===== src/rtl/acc_pkg.sv =====
// Shared types and constants for the accumulate-and-sum accelerator.
// Used by acc_adder and acc_sum_engine.
package acc_pkg;

  localparam int ACC_ADDR_W = 6;
  localparam int ACC_DATA_W = 32;

  localparam logic [ACC_DATA_W-1:0] ACC_SAT_MAX = 32'h7FFF_FFFF;
  localparam logic [ACC_DATA_W-1:0] ACC_SAT_MIN = 32'h8000_0000;

  typedef enum logic [1:0] {
    IDLE  = 2'd0,
    READ  = 2'd1,
    WRITE = 2'd2,
    DONE  = 2'd3
  } acc_state_e;

endpackage


===== src/rtl/acc_adder.sv =====
// Combinational accumulate adder.
// ACC_SATURATE_EN selects a signed saturating add; otherwise the add wraps.
module acc_adder
  import acc_pkg::*;
#(
  parameter int DATA_W = ACC_DATA_W
) (
  input  logic [DATA_W-1:0] i_a,
  input  logic [DATA_W-1:0] i_b,
  output logic [DATA_W-1:0] o_sum
);

  logic [DATA_W-1:0] w_raw;

  assign w_raw = i_a + i_b;

`ifdef ACC_SATURATE_EN
  logic w_ovf;

  // Overflow only when both operands share a sign that the raw result loses
  assign w_ovf = (i_a[DATA_W-1] == i_b[DATA_W-1]) && (w_raw[DATA_W-1] != i_a[DATA_W-1]);

  always_comb begin
    o_sum = w_raw;
    if (w_ovf) begin
      o_sum = i_a[DATA_W-1] ? DATA_W'(ACC_SAT_MIN) : DATA_W'(ACC_SAT_MAX);
    end
  end
`else
  assign o_sum = w_raw;
`endif

endmodule


===== src/rtl/acc_sum_engine.sv =====
// Memory-side accelerator: sums a block of data-memory words and writes the
// sum to the word after the block. Optional ACC_SATURATE_EN saturates the add.
module acc_sum_engine
  import acc_pkg::*;
#(
  parameter int ADDR_W = ACC_ADDR_W,
  parameter int DATA_W = ACC_DATA_W
) (
  input  logic              clk,
  input  logic              reset,
  input  logic              start,
  input  logic              bypass,
  input  logic [ADDR_W-1:0] startaddr,
  input  logic [ADDR_W-1:0] datasize,
  input  logic [DATA_W-1:0] memrdata,
  output logic [ADDR_W-1:0] memaddr,
  output logic              memwe,
  output logic [DATA_W-1:0] memwdata,
  output logic              busy,
  output logic              accdone,
  output logic [DATA_W-1:0] result
);

  acc_state_e        r_state;
  acc_state_e        w_nextState;
  logic [ADDR_W-1:0] r_ptr;
  logic [ADDR_W-1:0] r_cnt;
  logic [DATA_W-1:0] r_sum;
  logic [DATA_W-1:0] r_result;
  logic [DATA_W-1:0] w_addSum;

  acc_adder #(
    .DATA_W(DATA_W)
  ) u_adder (
    .i_a  (r_sum),
    .i_b  (memrdata),
    .o_sum(w_addSum)
  );

  always_ff @(posedge clk) begin
    if (reset) begin
      r_state  <= IDLE;
      r_ptr    <= '0;
      r_cnt    <= '0;
      r_sum    <= '0;
      r_result <= '0;
    end else begin
      r_state <= w_nextState;
      case (r_state)
        IDLE: begin
          if (start && !bypass) begin
            r_ptr <= startaddr;
            r_cnt <= datasize;
            r_sum <= '0;
          end
        end
        READ: begin
          r_sum <= w_addSum;
          r_ptr <= r_ptr + ADDR_W'(1);
          r_cnt <= r_cnt - ADDR_W'(1);
        end
        WRITE: begin
          r_result <= r_sum;
        end
        default: ;
      endcase
    end
  end

  // Memory port is only driven in READ/WRITE so the top-level mux sees zeros otherwise
  always_comb begin
    w_nextState = r_state;
    memaddr     = '0;
    memwe       = 1'b0;
    memwdata    = '0;
    accdone     = 1'b0;
    case (r_state)
      IDLE: begin
        if (start) begin
          if (bypass) begin
            w_nextState = DONE;
          end else if (datasize == '0) begin
            w_nextState = WRITE;
          end else begin
            w_nextState = READ;
          end
        end
      end
      READ: begin
        memaddr = r_ptr;
        if (r_cnt == ADDR_W'(1)) begin
          w_nextState = WRITE;
        end
      end
      WRITE: begin
        memaddr     = r_ptr;
        memwe       = 1'b1;
        memwdata    = r_sum;
        w_nextState = DONE;
      end
      DONE: begin
        accdone     = 1'b1;
        w_nextState = IDLE;
      end
      default: w_nextState = IDLE;
    endcase
  end

  assign busy   = (r_state != IDLE);
  assign result = r_result;

endmodule


===== config.mk =====
export PLATFORM = sky130hd
export DESIGN_NAME = acc_sum_engine
export DESIGN_NICKNAME = d
export VERILOG_FILES = /design/src/rtl/acc_pkg.sv /design/src/rtl/acc_adder.sv /design/src/rtl/acc_sum_engine.sv
export SDC_FILE = /design/constraint.sdc
export NUM_CORES = 1
export LEC_CHECK = 0
export ABC_AREA = 1
export ABC_CLOCK_PERIOD_IN_PS = 1910
export CELL_PAD_IN_SITES_DETAIL_PLACEMENT = 2
export CELL_PAD_IN_SITES_GLOBAL_PLACEMENT = 2
export CORE_MARGIN = 1.5
export CORE_UTILIZATION = 24
export DETAILED_ROUTE_END_ITERATION = 8
export PLACE_DENSITY = 0.76
export SYNTH_ARGS = -nofsm -noshare
export SYNTH_HDL_FRONTEND = slang
export SYNTH_SLANG_ARGS = --single-unit

===== constraint.sdc =====
create_clock -name clk -period 1.91 [get_ports clk]
set_input_delay 0.4775 -clock clk [delete_from_list [all_inputs] [get_ports clk]]
set_output_delay 0.4775 -clock clk [all_outputs]
set_load 0.05 [all_outputs]

==> metrics.txt <==
yosys warns 0; clock power share 23.5%; failing checks setup timing; Max Fclk 445 MHz; All-Layer GR Usage 24.7%; Synth Register Bits 78; worst rel slew slack 60.9%; Worst Setup End Kind flop; FP Rows 55; post-synthesis cell area roughly 5600 µm²; Slowest-stage cell, CP dfxtp_2; CTS sink cnt about 80; CTS H-tree lvls 3; Post-Layout Cell Count 1,497; IO buf count 120; area leader, netlist dfxtp_1; share of cells above drive strength 1 40.8%; syn avg cell area 5.94 µm²; Crit Path Max Fanout 4; post-layout util a little over two fifths; WP data required around 2.2 ns; Detailed Place HPWL 20,800 µm; minimum clock period 2.25 ns; tightest hold margin 0.473 ns; final net count 1,266; CP top delay family compound AO/OA/AOI/OAI gates; max-slew violations 0; largest net degree at the start of global routing 31; switch share 46.0%; Worst Path Buf+Inv 3; clk_lat worst skew 0.37 ns; Worst setup SP type flop; Power, Total approximately 9.4 mW; clk_skew 0.0127 ns; kind of critical path reg2reg; commonest cells after routing, fill and taps aside nand2_1, buf_4, inv_1, a21oi_1, nand2_2; crit-path cells ha_4 > nand2_2 > inv_2 > buf_4 > a21oi_4 > buf_4 > o21bai_2 > o21ai_0 > nand3_1 > a21oi_1; Comb pwr share 54.0%; Int Pwr between 5 and 6 mW; initial core utilization between 20% and 30%; RSZ-0062 raised after global routing true; Leak around 4.7 nW; Mapped Cells between 900 and 1k; Fill cells 2,622; CTS tree yes; diode count 0; drt wl/cell 23.9 µm; Area after DPL between 8000 and 9000 µm²; max incr delay on CP approximately 0.4 ns; final setup violating endpoints 75; WL met3 1260 µm; Worst Tran Pin Value 0.586 ns; most common cell after layout, fill and taps aside nand2_1; Die Ht 156 µm; PnR worst setup slack -0.337 ns; die width 156 µm; HP Class reg2reg; Layout area overhead 77.3%; final hold violations 0; outcome finished with violations; net switching power 4.35 mW; gpl congestion 0.846; Detailed Routing Iterations Pass 1 5; Cell Pwr Density between 900 and 1000 nW/µm²; Avg Vias per Cell 5.01; DRC 0; I/O Pins around 120; routed length on met1 ~13,000 µm; met2 wire len between 15,000 and 20,000 µm; design area 10,000 µm²; final worst path period share 118%; Seq pwr share approximately 23%; DRT iter0 DRCs between 300 and 400; die area ~24,000 µm²; DP Cell Count 1,460; routed vias 7,493; vias in the first global route 8,105; global route overflow 0; critical path data arrival time ~2.5 ns; Synth top area share between 20% and 30%; CTS clk-pin slew, worst paths about 0.080 ns; first-pass GRT wire length 45,700 µm; total CTS buffers 9; Clock Path Buffers 2; DRT antenna net count 0; Seq/Total Area, Yosys 27.7%; root buffer cell clkbuf_16; initial antenna violation count 0; Max Used Layer met4; number of max-cap violations 0; Yosys cell types 36; final WL approximately 36,000 µm; Top cell by count, worst path buf_4; Worst VDD drop between 0.4 and 0.5 mV; ranking of synthesized cells by area dfxtp_1, nand2_1, inv_1; syn_nets 1,037; Core Region roughly 23,000 µm²
## what timing repair did
item	in CTS	in global routing
resized for setup	173	134
pin swaps	15	47
endpoints found under the setup margin	71	69
buffers inserted	6	14
hold buffers	0	0
cloned	0	1
endpoints found under the hold margin	0	0
## stage by stage
step           worst slack, ns  setup TNS (ns)
6_report                -0.337           -8.38
5_1_grt                 -0.313          -12.11
4_1_cts                -0.0954           -2.74
3_5_place_dp            -0.709          -17.64
3_3_place_gp            -0.636          -15.58
2_1_floorplan           0.0103               0
## worst reg2reg max path, cell delays in order, from the launching register on
cell,delay (ns)
dfxtp_2,0.39
ha_4,0.24
nand2_2,0.14
inv_2,0.05
buf_4,0.15
a21oi_4,0.23
buf_4,0.16
o21bai_2,0.08
o21ai_0,0.28
nand3_1,0.13
a21oi_1,0.28
## cell families (layout without fill, tap and decap cells)
logic type	count (synthesis)	count (layout)	synth area share [%]
xor gates and xnor gates	6	6	0.931
buffers and inverters	198	431	13.7
adders and majority gates	39	39	8.78
and+or+nand+nor	493	494	35.9
DFF	78	78	27.7
AOI/OAI and AO/OA	136	136	13.1
## state kept, by name (all words and copies together), names as in the netlist
signal / cells
r_sum: 32
r_ptr: 6
r_state: 2
result: 32
r_cnt: 6
## worst paths after layout
kind	from	end	slack, ns	cells after the start
worst min register to register	result[0]	result[0]	0.47	2
worst max register to register	r_sum[10]	r_sum[16]	-0.34	10
worst min-delay path	result[0]	result[0]	0.47	2
worst max-delay path	r_sum[10]	r_sum[16]	-0.34	10
## cells in the mapped netlist (all sizes together)
cell,n
xor2,4
clkbuf,16
a22oi,2
a21oi,96
a21o,3
nand4,4
nand2,353
fa,1
a31oi,3
buf,9
o22ai,2
xnor2,2
nand3,61
o21bai,3
o21ai,21
a211oi,6
nand3b,4
or2,12
dfxtp,78
nor2,54
ha,38
inv,173
nor3,5
## power by group through the flow
stage	Combinational, mW	Sequential, mW	Clock [mW]
floorplan	2.16	2.06	0
global placement	3.82	2.05	0
detailed placement	3.97	2.06	0
CTS	4.43	2.06	2.18
global route	5.36	2.14	2.29
finish	5.10	2.12	2.22
## routing by layer
layer / track usage [%] / vias to the layer above
met5: 0 / -
met4: 11.2 / 0
met3: 3.71 / 121
met2: 47.7 / 269
met1: 26.3 / 3706
li1: - / 3397
## layout make-up
class | count | area (µm²) | share of cell area (%)
inverters | 173 | 764 | 7.64
well taps | 313 | 392 | 3.92
clock buffers | 10 | 239 | 2.39
repair buffers | 242 | 2490 | 24.9
flip-flops and latches | 78 | 1580 | 15.8
multi-input cells | 675 | 4420 | 44.2
clock inverters | 6 | 115 | 1.15
Power figures use the tool's default switching activity.
